$ cat src/rtl/tug_referee_if.sv
// Light-bus and scoreboard signals between the playfield/top level and the tug-of-war referee.
// master drives presses and lights; slave (the referee) returns scores, round_reset and match status.
interface tug_referee_if;
    logic       L;
    logic       R;
    logic [9:1] LEDR;
    logic       round_reset;
    logic [6:0] HEX0;
    logic [6:0] HEX1;
    logic [1:0] winner;
    logic       game_over;

    modport master (
        output L, R, LEDR,
        input  round_reset, HEX0, HEX1, winner, game_over
    );

    modport slave (
        input  L, R, LEDR,
        output round_reset, HEX0, HEX1, winner, game_over
    );
endinterface

$ cat src/rtl/tug_referee.sv
// Tug-of-war referee: scores end-light pushes, drives two HEX digits and round_reset; L&R restart in GAMEOVER under TUG_REFEREE_RESTART_EN.
// Outputs registered one cycle behind the state; no backpressure, presses outside PLAY are dropped.
module tug_referee #(
    parameter int MAX_SCORE   = 7,
    parameter int HOLD_CYCLES = 4
) (
    input  logic          clk,
    input  logic          reset,
    tug_referee_if.slave  bus
);

    localparam logic [2:0]    MAX_S     = 3'(MAX_SCORE);
    localparam int            HW        = (HOLD_CYCLES > 1) ? $clog2(HOLD_CYCLES) : 1;
    localparam logic [HW-1:0] HOLD_LOAD = HW'(HOLD_CYCLES - 1);
    localparam logic [6:0]    SEG_ZERO  = 7'b1000000;

    typedef enum logic [1:0] {
        ST_PLAY,
        ST_SCORE,
        ST_HOLD,
        ST_GAMEOVER
    } state_t;

    state_t        r_state,   w_state_nxt;
    logic [2:0]    r_score_l, w_score_l_nxt;
    logic [2:0]    r_score_r, w_score_r_nxt;
    logic [HW-1:0] r_hold_cnt, w_hold_cnt_nxt;
    logic          w_restart;
    logic          w_left_pt;
    logic          w_right_pt;
    logic          w_at_max;

    logic          r_round_reset;
    logic [6:0]    r_hex0;
    logic [6:0]    r_hex1;
    logic [1:0]    r_winner;
    logic          r_game_over;

    function automatic logic [6:0] f_seg7(input logic [2:0] v);
        logic [6:0] seg;
        case (v)
            3'd0:    seg = 7'b1000000;
            3'd1:    seg = 7'b1111001;
            3'd2:    seg = 7'b0100100;
            3'd3:    seg = 7'b0110000;
            3'd4:    seg = 7'b0011001;
            3'd5:    seg = 7'b0010010;
            3'd6:    seg = 7'b0000010;
            default: seg = 7'b1111000;
        endcase
        return seg;
    endfunction

    // Both ends lit with one press still yields a single point: L&~R and R&~L cannot both hold.
    assign w_left_pt  = bus.LEDR[9] & bus.L & ~bus.R;
    assign w_right_pt = bus.LEDR[1] & bus.R & ~bus.L;
    assign w_at_max   = (r_score_l == MAX_S) || (r_score_r == MAX_S);

    always_comb begin
        w_state_nxt    = r_state;
        w_score_l_nxt  = r_score_l;
        w_score_r_nxt  = r_score_r;
        w_hold_cnt_nxt = r_hold_cnt;
        w_restart      = 1'b0;
        case (r_state)
            ST_PLAY: begin
                if (w_left_pt) begin
                    w_score_l_nxt = r_score_l + 3'd1;
                    w_state_nxt   = ST_SCORE;
                end else if (w_right_pt) begin
                    w_score_r_nxt = r_score_r + 3'd1;
                    w_state_nxt   = ST_SCORE;
                end
            end
            ST_SCORE: begin
                if (w_at_max) begin
                    w_state_nxt = ST_GAMEOVER;
                end else begin
                    w_state_nxt    = ST_HOLD;
                    w_hold_cnt_nxt = HOLD_LOAD;
                end
            end
            ST_HOLD: begin
                if (r_hold_cnt == '0) begin
                    w_state_nxt = ST_PLAY;
                end else begin
                    w_hold_cnt_nxt = r_hold_cnt - 1'b1;
                end
            end
            ST_GAMEOVER: begin
`ifdef TUG_REFEREE_RESTART_EN
                if (bus.L && bus.R) begin
                    w_restart      = 1'b1;
                    w_score_l_nxt  = 3'd0;
                    w_score_r_nxt  = 3'd0;
                    w_state_nxt    = ST_HOLD;
                    w_hold_cnt_nxt = HOLD_LOAD;
                end
`endif
            end
            default: w_state_nxt = ST_PLAY;
        endcase
    end

    always_ff @(posedge clk) begin
        if (!reset) begin
            r_state    <= ST_PLAY;
            r_score_l  <= 3'd0;
            r_score_r  <= 3'd0;
            r_hold_cnt <= '0;
        end else begin
            r_state    <= w_state_nxt;
            r_score_l  <= w_score_l_nxt;
            r_score_r  <= w_score_r_nxt;
            r_hold_cnt <= w_hold_cnt_nxt;
        end
    end

    // Reset and restart clear the display on the same edge; otherwise outputs trail the state by one cycle.
    always_ff @(posedge clk) begin
        if (!reset || w_restart) begin
            r_round_reset <= 1'b1;
            r_hex0        <= SEG_ZERO;
            r_hex1        <= SEG_ZERO;
            r_winner      <= 2'b00;
            r_game_over   <= 1'b0;
        end else begin
            r_round_reset <= (r_state == ST_SCORE);
            r_hex0        <= f_seg7(r_score_r);
            r_hex1        <= f_seg7(r_score_l);
            r_game_over   <= (r_state == ST_GAMEOVER);
            if (r_state == ST_GAMEOVER) begin
                r_winner <= (r_score_l == MAX_S) ? 2'b10 : 2'b01;
            end else begin
                r_winner <= 2'b00;
            end
        end
    end

    assign bus.round_reset = r_round_reset;
    assign bus.HEX0        = r_hex0;
    assign bus.HEX1        = r_hex1;
    assign bus.winner      = r_winner;
    assign bus.game_over   = r_game_over;

endmodule
$ cat src/flat_wrapper.sv
// flat-port wrapper written by rule: the top's interface ports become plain ports
module tug_referee_flat 
#(
    parameter int MAX_SCORE   = 7,
    parameter int HOLD_CYCLES = 4
)
  (clk, reset, bus_L, bus_R, bus_LEDR, bus_round_reset, bus_HEX0, bus_HEX1, bus_winner, bus_game_over);
  tug_referee_if bus_i ();
  input  logic clk;
  input  logic reset;
  input wire logic [$bits(bus_i.L)-1:0] bus_L;
  input wire logic [$bits(bus_i.R)-1:0] bus_R;
  input wire logic [$bits(bus_i.LEDR)-1:0] bus_LEDR;
  output wire logic [$bits(bus_i.round_reset)-1:0] bus_round_reset;
  output wire logic [$bits(bus_i.HEX0)-1:0] bus_HEX0;
  output wire logic [$bits(bus_i.HEX1)-1:0] bus_HEX1;
  output wire logic [$bits(bus_i.winner)-1:0] bus_winner;
  output wire logic [$bits(bus_i.game_over)-1:0] bus_game_over;
  assign bus_i.L = bus_L;
  assign bus_i.R = bus_R;
  assign bus_i.LEDR = bus_LEDR;
  assign bus_round_reset = bus_i.round_reset;
  assign bus_HEX0 = bus_i.HEX0;
  assign bus_HEX1 = bus_i.HEX1;
  assign bus_winner = bus_i.winner;
  assign bus_game_over = bus_i.game_over;
  tug_referee #(.MAX_SCORE(MAX_SCORE), .HOLD_CYCLES(HOLD_CYCLES)) u_core (.clk(clk), .reset(reset), .bus(bus_i));
endmodule
$ cat config.mk
export PLATFORM = sky130hd
export DESIGN_NAME = tug_referee_flat
export DESIGN_NICKNAME = d
export VERILOG_FILES = /design/src/rtl/tug_referee_if.sv /design/src/rtl/tug_referee.sv /design/src/flat_wrapper.sv
export SDC_FILE = /design/constraint.sdc
export NUM_CORES = 1
export LEC_CHECK = 0
export ABC_CLOCK_PERIOD_IN_PS = 4400
export CAP_MARGIN = 40
export CORE_MARGIN = 3
export CORE_UTILIZATION = 41
export DETAILED_ROUTE_END_ITERATION = 8
export PLACE_DENSITY_LB_ADDON = 0.2
export SETUP_SLACK_MARGIN = 0.4
export SYNTH_ARGS = -nofsm -noshare
export SYNTH_HDL_FRONTEND = slang
export SYNTH_SLANG_ARGS = --single-unit
$ cat constraint.sdc
create_clock -name clk -period 4.4 [get_ports clk]
set_input_delay 1.32 -clock clk [delete_from_list [all_inputs] [get_ports clk]]
set_output_delay 1.32 -clock clk [all_outputs]
set_load 0.05 [all_outputs]
==> results list, run 1 <==
- The routed layout has just over 900 vias.
* Avg Synthesized Cell Area: between 9 and 10 µm²
- DP Area: between 1500 and 2000 µm²
* Post-route cell area: around 1600 µm²
- The clock arrives with 0.00167 ns of skew.
* Count of hold buffers inserted by post-cts repair: 0
- During I/O placement, the number of pins put on the boundary was 31.
- The floorplan step set the die width to 61.9 µm.
- Counting I/O delays and the setup requirement, the final critical path takes around 2.9 ns.
* Synth warnings: 0
- Y dimension of the die: ~62 µm
* Antenna violations before repair: 0
- Remaining antenna violation count after routing: 0
* Post-synthesis cell type count: 37
- Overall power after layout: between 0.0006 and 0.0007 W
* Leading post-synthesis cells by cell area: dfxtp_1 44%, ha_1 18%, mux2i_1 3.1%, inv_1 2.9%, nand2_1 2.6%
- Number of max-capacitance violations reported: 0
* Number of enable-type register cells in the synthesized netlist: 0
- Clock root cell: clkbuf_4
- The total count of max-transition violations in the final report came to 0.
- Fraction of final layout cells sized beyond drive strength 1: a little over 7%
* Path type of the worst setup path: in2reg
- Measured against its own limit, the worst slew margin works out to about 66%.
- In this run the core area contains 19 standard-cell rows.
- The die covers 3830 µm².
* Setup repair after global routing missed its margin: false
* Wire length of the first global-routing pass: around 3500 µm
- After detailed routing, the total wire length is approximately 2200 µm.
- Smallest setup slack after layout: about 1.5 ns
- Buffers placed on the I/O ports in this run total 23.
- The flow ran to the end, and the final reports show no timing, DRC or antenna violations.
* Data arrival at the endpoint of the critical path: roughly 3.1 ns
- Async set-or-reset flop fraction in the synthesized netlist: 0%
- GRT Residual Overflow: 0
* Number of failing setup endpoints in the final timing report: 0
* Class of the worst hold path: reg2reg
* Data required time of the critical path: around 4.7 ns
* Clock latency at the later pin of the worst-skew pair: around 0.32 ns
- The first detailed-routing pass ran for 4 iterations.
* Fmax: 0.350 GHz
- Pin count of the biggest net entering global routing: 18
- Number of nets in the synthesized netlist: around 160
* Hold violation count in the final report: 0
* Signed area change from the synthesized netlist to the final layout: 23.3%
- Global routing used between 10% and 20% of the available tracks across all layers.
* Reg2reg setup slack: 2.65 ns
* WL per Instance: between 10 and 15 µm
- Number of design rule violations left after detail routing: 0
- The first routing iteration left 19 violations.
- Yosys instantiated no cell more often than dfxtp_1.
- The repair_antennas step left the layout with diodes totalling 0.
- Sequential-to-total area share from yosys stat: a little over two fifths
- P_leak: around 0.64 nW
- Cts repair resizes: 0
* Layout net count: between 150 and 200
- Summed over all instances, the cell type with the most area after synthesis is dfxtp_1.
* Top flip-flop cell by instance count after synthesis: dfxtp_1
- Htree depth: 1
* Worst-case setup slack after placement: about 1.2 ns
* Final critical-path share of the clock period: around two thirds
* Clock tree from TritonCTS: done
- Post-CTS timing repair inserted 0 buffers for setup.
* Crit-path cells: clkdlybuf4s50_1 > clkinv_1 > a41oi_1 > o21a_1
- TritonCTS Buffers: 3
* Ratio of total power to cell area: between 400 and 500 nW/µm²
- Via-to-Cell Ratio: around 5
- Clock-pin slew on the worst setup and hold paths: about 0.15 ns
* Starting density of the core: around 45%
- Critical path startpoint category: input port
* Critical path endpoint category: flip-flop
- Largest buffer count on any clock path: 2
- IR Drop Worst-Case VDD: 0.218 mV
- The tree built by TritonCTS fans out to 28 sinks.
* Top-area cell type share of the netlist area: about 44%
- Floorplan Core Area: about 2900 µm²
* CP max stage cell: clkdlybuf4s50_1
- Estimated wirelength of the detail-placed design: about 1600 µm
- Area of the mapped netlist: between 1000 and 1500 µm²
* Max incr delay on CP: roughly 0.77 ns
- The number of global-route vias before repair is 855.
- CP Max Fanout: 17
* Number of flip-flops and latches in the synthesized netlist: 28
- The commonest cells after synthesis are 28 x dfxtp_1, 18 x ha_1, 10 x inv_1.
- Tightest Pin Transition: 0.502 ns
- Setup total negative slack on the finished layout was measured at 0 ns.
* Number of instances in the synthesized netlist: 128
* Placer's final routability congestion estimate: 0.823
metal layers:
metal	global-route usage, %	vias to the layer above	share of wire (%)
li1	-	496	-
met1	16.3	419	49
met2	19.4	16	47
met3	2.07	2	3.8
met4	5.76	0	0.84
met5	0	-	0
logic make-up (layout without fill, tap and decap cells):
logic type	count (synthesis)	in the layout	synth area share, %
adder cells (fa/ha/maj)	18	18	17.6
AND/OR/NAND/NOR	40	40	17.0
multiplexers	5	5	4.01
AO/OA/AOI/OAI	22	22	12.8
XOR/XNOR	1	1	0.684
buffers and inverters	14	39	4.10
flip-flops	28	28	43.8
cell type report:
type,count,area (µm²)
Clock buffer,4,36.3
Fill cell,276,1270
Timing Repair Buffer,23,230
Tap cell,31,38.8
Multi-Input combinational cell,86,667
Sequential cell,28,561
Inverter,12,45.0
layout by cell type, fill, tap and decap left out, types with 2 or more instances in the layout:
cell,n
dfxtp_1,28
clkdlybuf4s50_1,23
ha_1,18
inv_1,10
nand2_1,9
nor2_1,9
a21oi_1,6
o21ai_0,4
mux2i_1,4
and3_1,3
nor3_1,3
nand3b_1,3
clkbuf_4,3
nor2b_1,2
a41oi_1,2
o21a_1,2
nand2b_1,2
nand4b_1,2
worst paths after layout:
path                                                        start                                 to  cells after the start
worst max-delay path                                        reset  u_core.r_hold_cnt[0]$_SDFFE_PN0P_                      4
worst min-delay path            u_core.r_hold_cnt[1]$_SDFFE_PN0P_  u_core.r_hold_cnt[1]$_SDFFE_PN0P_                      1
worst max register to register   u_core.r_score_l[1]$_SDFFE_PN0P_     u_core.r_state[0]$_SDFFE_PN0P_                      5
worst min register to register  u_core.r_hold_cnt[1]$_SDFFE_PN0P_  u_core.r_hold_cnt[1]$_SDFFE_PN0P_                      1
sequential cells by signal (all words and copies together) (netlist names):
| name | cells |
|---|---|
| u_core.bus.HEX0 | 7 |
| u_core.bus.HEX1 | 7 |
| u_core.bus.game_over | 1 |
| u_core.bus.round_reset | 1 |
| u_core.bus.winner | 2 |
| u_core.r_hold_cnt | 2 |
| u_core.r_score_l | 3 |
| u_core.r_score_r | 3 |
| u_core.r_state | 2 |
critical path, delay by kind of cell:
kind | cells | cell delay, ns
AOI/OAI and AO/OA | 2 | 0.49
buffers and inverters | 2 | 1.32
power breakdown:
part           leakage (nW)  switching, W  internal, W
Combinational         0.394      0.000128    0.0000917
Sequential            0.228     0.0000199     0.000286
Clock                0.0210     0.0000730    0.0000506
metrics by stage:
step                std cells  hold WS, ns  util [%]
finish                    184        0.486      55.3
global route              184        0.513      55.3
detailed placement        180        0.456      54.0
global placement          180        0.447      54.0
floorplan                 128        0.440         -
CTS                       184        0.489      55.3
Note: power is estimated with default switching activity, not from simulation.
==> run 2, diff against run 1 <==
--- a/config.mk
+++ b/config.mk
@@ -5,7 +5,7 @@
 export SDC_FILE = /design/constraint.sdc
 export NUM_CORES = 1
 export LEC_CHECK = 0
-export ABC_CLOCK_PERIOD_IN_PS = 4400
+export ABC_CLOCK_PERIOD_IN_PS = 2700
 export CAP_MARGIN = 40
 export CORE_MARGIN = 3
 export CORE_UTILIZATION = 41
==> constraint.sdc (replaced) <==
create_clock -name clk -period 2.7 [get_ports clk]
set_input_delay 0.81 -clock clk [delete_from_list [all_inputs] [get_ports clk]]
set_output_delay 0.81 -clock clk [all_outputs]
set_load 0.05 [all_outputs]
==> results list, run 2 (synthesized netlist as in run 1, its figures left out) <==
- After detailed routing, the number of vias per cell comes to 5.13.
- Combined area of the multi-input logic cells: around 670 µm²
- In this run the power density over the cells is approximately 700 nW/µm².
* Run status: completed
* Fraction of final layout cells sized beyond drive strength 1: between 8 and 9%
- For the finished layout, the period the worst path requires is roughly 2.0 ns.
- Wires add up to 2200 µm.
- After detailed routing, the number of remaining DRC violations is 0.
- The floorplan step defined a die boundary enclosing approximately 3800 µm².
- The number of antenna violations at the first check in global routing was 0.
- Clock root cell: clkbuf_4
- The worst setup path is of the in2reg kind.
* WL per Instance: around 12 µm
- 31 I/O pins were placed.
- Measured along the x axis, the die boundary spans just over 60 µm.
* IR Drop Worst-Case VDD: 0.273 mV
* Number of global-route vias before repair: just under 900
- The layout has about 250 filler cells.
- The first global-routing pass estimated 3860 µm of wire.
* Sinks on the clock net: 28
- Clock-pin slew on the worst setup and hold paths: 0.15 ns
- CTS built an H-tree with a depth of 1.
* Number of antenna cells inserted: 0
- Largest buffer count on any clock path: 2
- Y dimension of the die: 61.9 µm
* Cts repair resizes: 0
* TritonRoute pass-1 iters: 4
- In the layout the commonest cells are 28 x dfxtp_1, 18 x ha_1, 18 x dlymetal6s2s_1, 10 x inv_1.
* CP Max Fanout: 5
- In this run the standard cell core region covers between 2000 and 3000 µm².
- Count of hold buffers inserted by post-cts repair: 0
- Entering global routing, the biggest net connects 17 pins.
- During placement, the flow inserted port buffers numbering 23.
- Critical path startpoint category: input port
* Detailed Route Iter0 Violations: 32
- Setup violations remaining at the end of the flow were counted as 0.
- Summed over all cells, the static leakage comes to 0.936 nW.
* Starting density of the core: ~45%
- Worst clock skew: around 0.009 ns
- The worst setup path is captured at a flip-flop.
- Global routing used roughly 13% of the available tracks across all layers.
- The routed layout has 954 vias.
- In this run the worst hold path is classified as reg2reg.
* Signed area change from the synthesized netlist to the final layout: 29.2%
* Placer's final routability congestion estimate: approximately 0.8
* Tightest Pin Transition: 0.511 ns
- Total area of sequential cells: approximately 560 µm²
* TritonCTS Buffers: 3
- Worst rel slew slack: between 60% and 70%
- Total negative slack for setup checks: 0 ns
- Leaving out fill and tap cells, the most frequent cell in the layout is dfxtp_1.
* Estimated wirelength of the detail-placed design: ~1700 µm
- Fmax: a little over 0.5 GHz
- Hold violation count in the final report: 0
* Clock latency at the later pin of the worst-skew pair: about 0.33 ns
- The final critical path takes up approximately 72% of the cycle.
- GRT Residual Overflow: 0
- Setup repair after global routing missed its margin: false
* Setup Fix Bufs, Post-CTS: 0
- Remaining antenna violation count after routing: 0
* Layout net count: between 150 and 200
- Clock tree from TritonCTS: done
- The total count of max-transition violations in the final report came to 0.
- The completed layout was analyzed and its total power is about 0.0011 W.
* Data required time of the critical path: just under 3 ns
- Data arrives at the worst endpoint at approximately 2.2 ns.
- Number of max-capacitance violations reported: 0
* Placement Rows: 19
## run 2: changes by cell type in the layout (fill, tap and decap cells not counted), sizes merged
cell	change
buf	+2
clkbuf	-1
bufinv	+1
clkdlybuf4s50	-18
dlymetal6s2s	+18
## run 2: path summary, 6_finish.rpt
path | startpoint | to | slack [ns] | cells past startpoint
hold reg to reg | u_core.r_hold_cnt[1]$_SDFFE_PN0P_ | u_core.r_hold_cnt[1]$_SDFFE_PN0P_ | 0.49 | 1
setup / recovery | bus_R | u_core.r_state[0]$_SDFFE_PN0P_ | 0.75 | 4
setup reg to reg | u_core.r_score_l[1]$_SDFFE_PN0P_ | u_core.r_state[0]$_SDFFE_PN0P_ | 0.97 | 5
hold / removal | u_core.r_hold_cnt[1]$_SDFFE_PN0P_ | u_core.r_hold_cnt[1]$_SDFFE_PN0P_ | 0.49 | 1
## run 2: metrics by stage
step                      utilization, %  cells  hold WS (ns)  area, µm²  setup slack (ns)
final                               58.0    186         0.488       1650             0.748
after global routing                58.0    186         0.526       1650             0.678
after CTS                           56.4    186         0.492       1610             0.409
after detailed placement            54.6    182         0.458       1560             0.389
after global placement              54.6    182         0.451       1560             0.417
after floorplan                        -    128         0.440       1280             0.945
## run 2: where the power goes
part	total (W)	internal [W]	leakage, nW	switching (W)
clock	0.000279	0.000150	0.0279	0.000129
sequential	0.000498	0.000466	0.228	0.0000315
combinational	0.000356	0.000149	0.680	0.000208
## run 2: cell type report
type | instances | share of cell area (%)
clock buffers | 3 | 1.36
clock inverters | 1 | 1.82
inverters | 12 | 2.72
multi-input cells | 86 | 40.3
flip-flops and latches | 28 | 33.9
well taps | 31 | 2.34
repair buffers | 25 | 17.5
## run 2: per-layer routing
layer / GRT usage (%) / vias up / part of all wire, %
met1: 17.0 / 444 / 48
met2: 22.6 / 14 / 48
met4: 5.45 / 0 / 0.77
met3: 2.48 / 2 / 3.6
met5: 0 / - / 0
li1: - / 494 / -
## run 2: critical path, stage by stage
cell and delay (ns):
clkdlybuf4s50_1 0.46, nand3b_1 0.19, a311oi_2 0.36, mux2_2 0.37
==> run 3, diff against run 2 <==
--- a/config.mk
+++ b/config.mk
@@ -5,7 +5,7 @@
 export SDC_FILE = /design/constraint.sdc
 export NUM_CORES = 1
 export LEC_CHECK = 0
-export ABC_CLOCK_PERIOD_IN_PS = 2700
+export ABC_CLOCK_PERIOD_IN_PS = 1960
 export CAP_MARGIN = 40
 export CORE_MARGIN = 3
 export CORE_UTILIZATION = 41
==> constraint.sdc (replaced) <==
create_clock -name clk -period 1.96 [get_ports clk]
set_input_delay 0.588 -clock clk [delete_from_list [all_inputs] [get_ports clk]]
set_output_delay 0.588 -clock clk [all_outputs]
set_load 0.05 [all_outputs]
==> results list, run 3 (synthesized netlist as in run 1, its figures left out) <==
- Run status: completed
- 0 antenna diodes ended up in the layout.
- Layout net count: just under 200
- Crit Reg-Reg Startpoint: u_core.r_score_l[0]$_SDFFE_PN0P_
* Class of the worst hold path: reg2reg
- Total routed wirelength: between 2000 and 2500 µm
- Across all register-to-register paths, the minimum setup slack is ~0.45 ns.
- Fin. max-slew vios: 0
- The clock reaches the later pin of the worst-skew pair after roughly 0.32 ns.
- Clock tree from TritonCTS: done
- Counting every sink on the clock net gives 28.
- STA classifies the critical path endpoint as a flip-flop.
* Clock period minus worst slack: between 1.5 and 2 ns
* Combined buffer and inverter count along the critical path: 0
- Tightest Pin Transition: around 0.28 ns
- Power share of the clock group: between 20% and 30%
- Path type of the worst setup path: reg2reg
- Launching element of the worst setup path: u_core.r_score_l[0]$_SDFFE_PN0P_
- Buffers placed on the I/O ports in this run total 23.
- Logic depth of the worst register-to-register path: 5
- Fraction of final layout cells sized beyond drive strength 1: between 20 and 30%
- The first global-routing pass estimated between 3000 and 4000 µm of wire.
- Pin placement for this block handled 31 I/O pins.
* Worst flop-to-flop path endpoint: u_core.r_state[0]$_SDFFE_PN0P_
- Data arrival at the endpoint of the critical path: roughly 1.7 ns
- Number of max-capacitance violations reported: 0
- Summing all non-filler instances in the final layout gives an area of about 1600 µm².
- In this run the power spent charging and discharging nets is roughly 0.00052 W.
- Net switching is between 30% and 40% of the power.
- GRT Residual Overflow: 0
- The floorplan step set the die height to slightly above 60 µm.
- Pin count of the biggest net entering global routing: 17
- Number of design rule violations left after detail routing: 0
- Die Footprint: about 3800 µm²
- Detailed placement finished with a half-perimeter wire length of 1810 µm.
- The placed instances occupy a cell area of between 1500 and 2000 µm².
- Once detail routing completed, the nets flagged for antenna violations numbered 0.
- Critical path startpoint category: flip-flop
* Floorplan Core Area: approximately 2900 µm²
- The die is just over 60 µm wide.
- The final number of hold-violating endpoints was 0.
* Clock-pin slew on the worst setup and hold paths: about 0.15 ns
* Number of failing setup endpoints in the final timing report: 0
* WL per Instance: between 10 and 15 µm
- Registers are responsible for a little over two fifths of the overall power.
- Levels on crit path: 5
- Final critical-path share of the clock period: 76.8%
- Hold repair after CTS inserted 0 buffers.
- Across the routed clock network, the largest skew measured is between 0.009 and 0.01 ns.
* IR Drop Worst-Case VDD: around 0.47 mV
- For this block, the initial DRC count from the detailed router was 18.
* CP endpoint: u_core.r_state[0]$_SDFFE_PN0P_
- In this run the worst path has a maximum fanout of 4.
* Top cell family by delay on the critical path: adder cells
- At the end of routability-driven placement, the weighted congestion stood at 0.795.
- After floorplanning, the core was divided into 19 placement rows.
- Via-to-Cell Ratio: between 5 and 6
* Vias post-DR: 992
- Number of global-route vias before repair: 943
- The worst hold path begins at u_core.r_score_r[0]$_SDFFE_PN0P_.
- Crit-path cells: ha_1 > ha_1 > o21ai_2 > a21oi_1 > mux2_4
* Total area of sequential cells: between 500 and 600 µm²
* Starting density of the core: ~45%
- P_leak: 0.739 nW
- Data required time of the critical path: about 2.2 ns
- Dominant cell type by count on the critical path: ha_1
- Clock root cell: clkbuf_4
- Setup repair after global routing could not meet its margin everywhere.
- Cell internal power was estimated by the tool at 0.00109 W.
- CP max stage cell: dfxtp_1
- Fmax: about 0.66 GHz
- Htree depth: 1
* Overall power after layout: 0.00161 W
- Most common library cell in the layout ignoring fill and taps: buf_4
* Filler cell count in the final layout: about 260
* Antenna violations before repair: 0
* Gate power share: approximately a third
* TritonCTS Buffers: 3
- Overall routing resource usage: between 10 and 15%
* Highest-count cells in the layout ignoring fill and taps: 27 x buf_4, 24 x dfxtp_1, 16 x ha_1, 10 x inv_1
- The longest clock path from root to sink contains 2 buffers.
- Ratio of total power to cell area: 983 nW/µm²
- Combined area of the multi-input logic cells: about 680 µm²
* Max incr delay on CP: 0.36 ns
* Signed area change from the synthesized netlist to the final layout: 27.6%
- Total negative slack for setup checks: 0 ns
* TritonRoute pass-1 iters: 4
- Worst rel slew slack: between 80% and 90%
run 3: power groups by stage:
stage	Combinational (W)	Sequential, W	Clock [W]
2_1_floorplan	0.000261	0.000801	0
3_3_place_gp	0.000495	0.000699	0
3_5_place_dp	0.000511	0.000703	0
4_1_cts	0.000526	0.000692	0.000380
5_1_grt	0.000610	0.000694	0.000402
6_report	0.000548	0.000685	0.000372
run 3: worst min path at each step:
| stage | end | cells past startpoint |
|---|---|---|
| 2_1_floorplan | u_core.r_hold_cnt[1]$_SDFFE_PN0P_ | 1 |
| 3_3_place_gp | u_core.r_hold_cnt[1]$_SDFFE_PN0P_ | 1 |
| 3_5_place_dp | u_core.r_hold_cnt[1]$_SDFFE_PN0P_ | 1 |
| 4_1_cts | u_core.r_score_r[0]$_SDFFE_PN0P_ | 2 |
| 5_1_grt | u_core.r_score_r[0]$_SDFFE_PN0P_ | 2 |
| 6_report | u_core.r_score_r[0]$_SDFFE_PN0P_ | 2 |
run 3: worst min-delay path, delay by kind of cell, from the launching register on:
kind	cells	cell delay [ns]
flip-flops	1	0.37
AO/OA/AOI/OAI	1	0.05
AND/OR/NAND/NOR	1	0.05
run 3: what timing repair did:
| item | 4_1_cts | 5_1_grt |
|---|---|---|
| resized for setup | 9 | 4 |
| setup endpoints to repair | 5 | 5 |
| pin swaps | 2 | 2 |
| setup buffers | 0 | 2 |
run 3: layer usage:
metal  wire length [µm]  track usage (%)  part of all wire (%)  up-vias
met1               1030             15.1                    44      461
met2               1210             26.0                    52       16
met3                 64             2.48                   2.7        4
met5                  0                0                     0        -
met4                 31             5.45                   1.3        0
li1                   -                -                     -      511
run 3: through the flow:
stage	hold slack, ns	util, %	cells	worst slack [ns]
5_1_grt	0.515	57.2	193	0.373
4_1_cts	0.489	56.4	191	0.394
3_5_place_dp	0.466	54.3	187	-0.0651
3_3_place_gp	0.452	54.3	187	-0.0368
6_report	0.487	57.2	193	0.454
2_1_floorplan	0.440	-	128	0.427
run 3: area by class of cell:
class	instances	share of cell area, %
clock inverter	1	1.84
sequential	28	34.6
timing repair buffer	32	15.4
inverter	12	2.76
tap	31	2.38
multi-input combinational	86	41.6
clock buffer	3	1.38
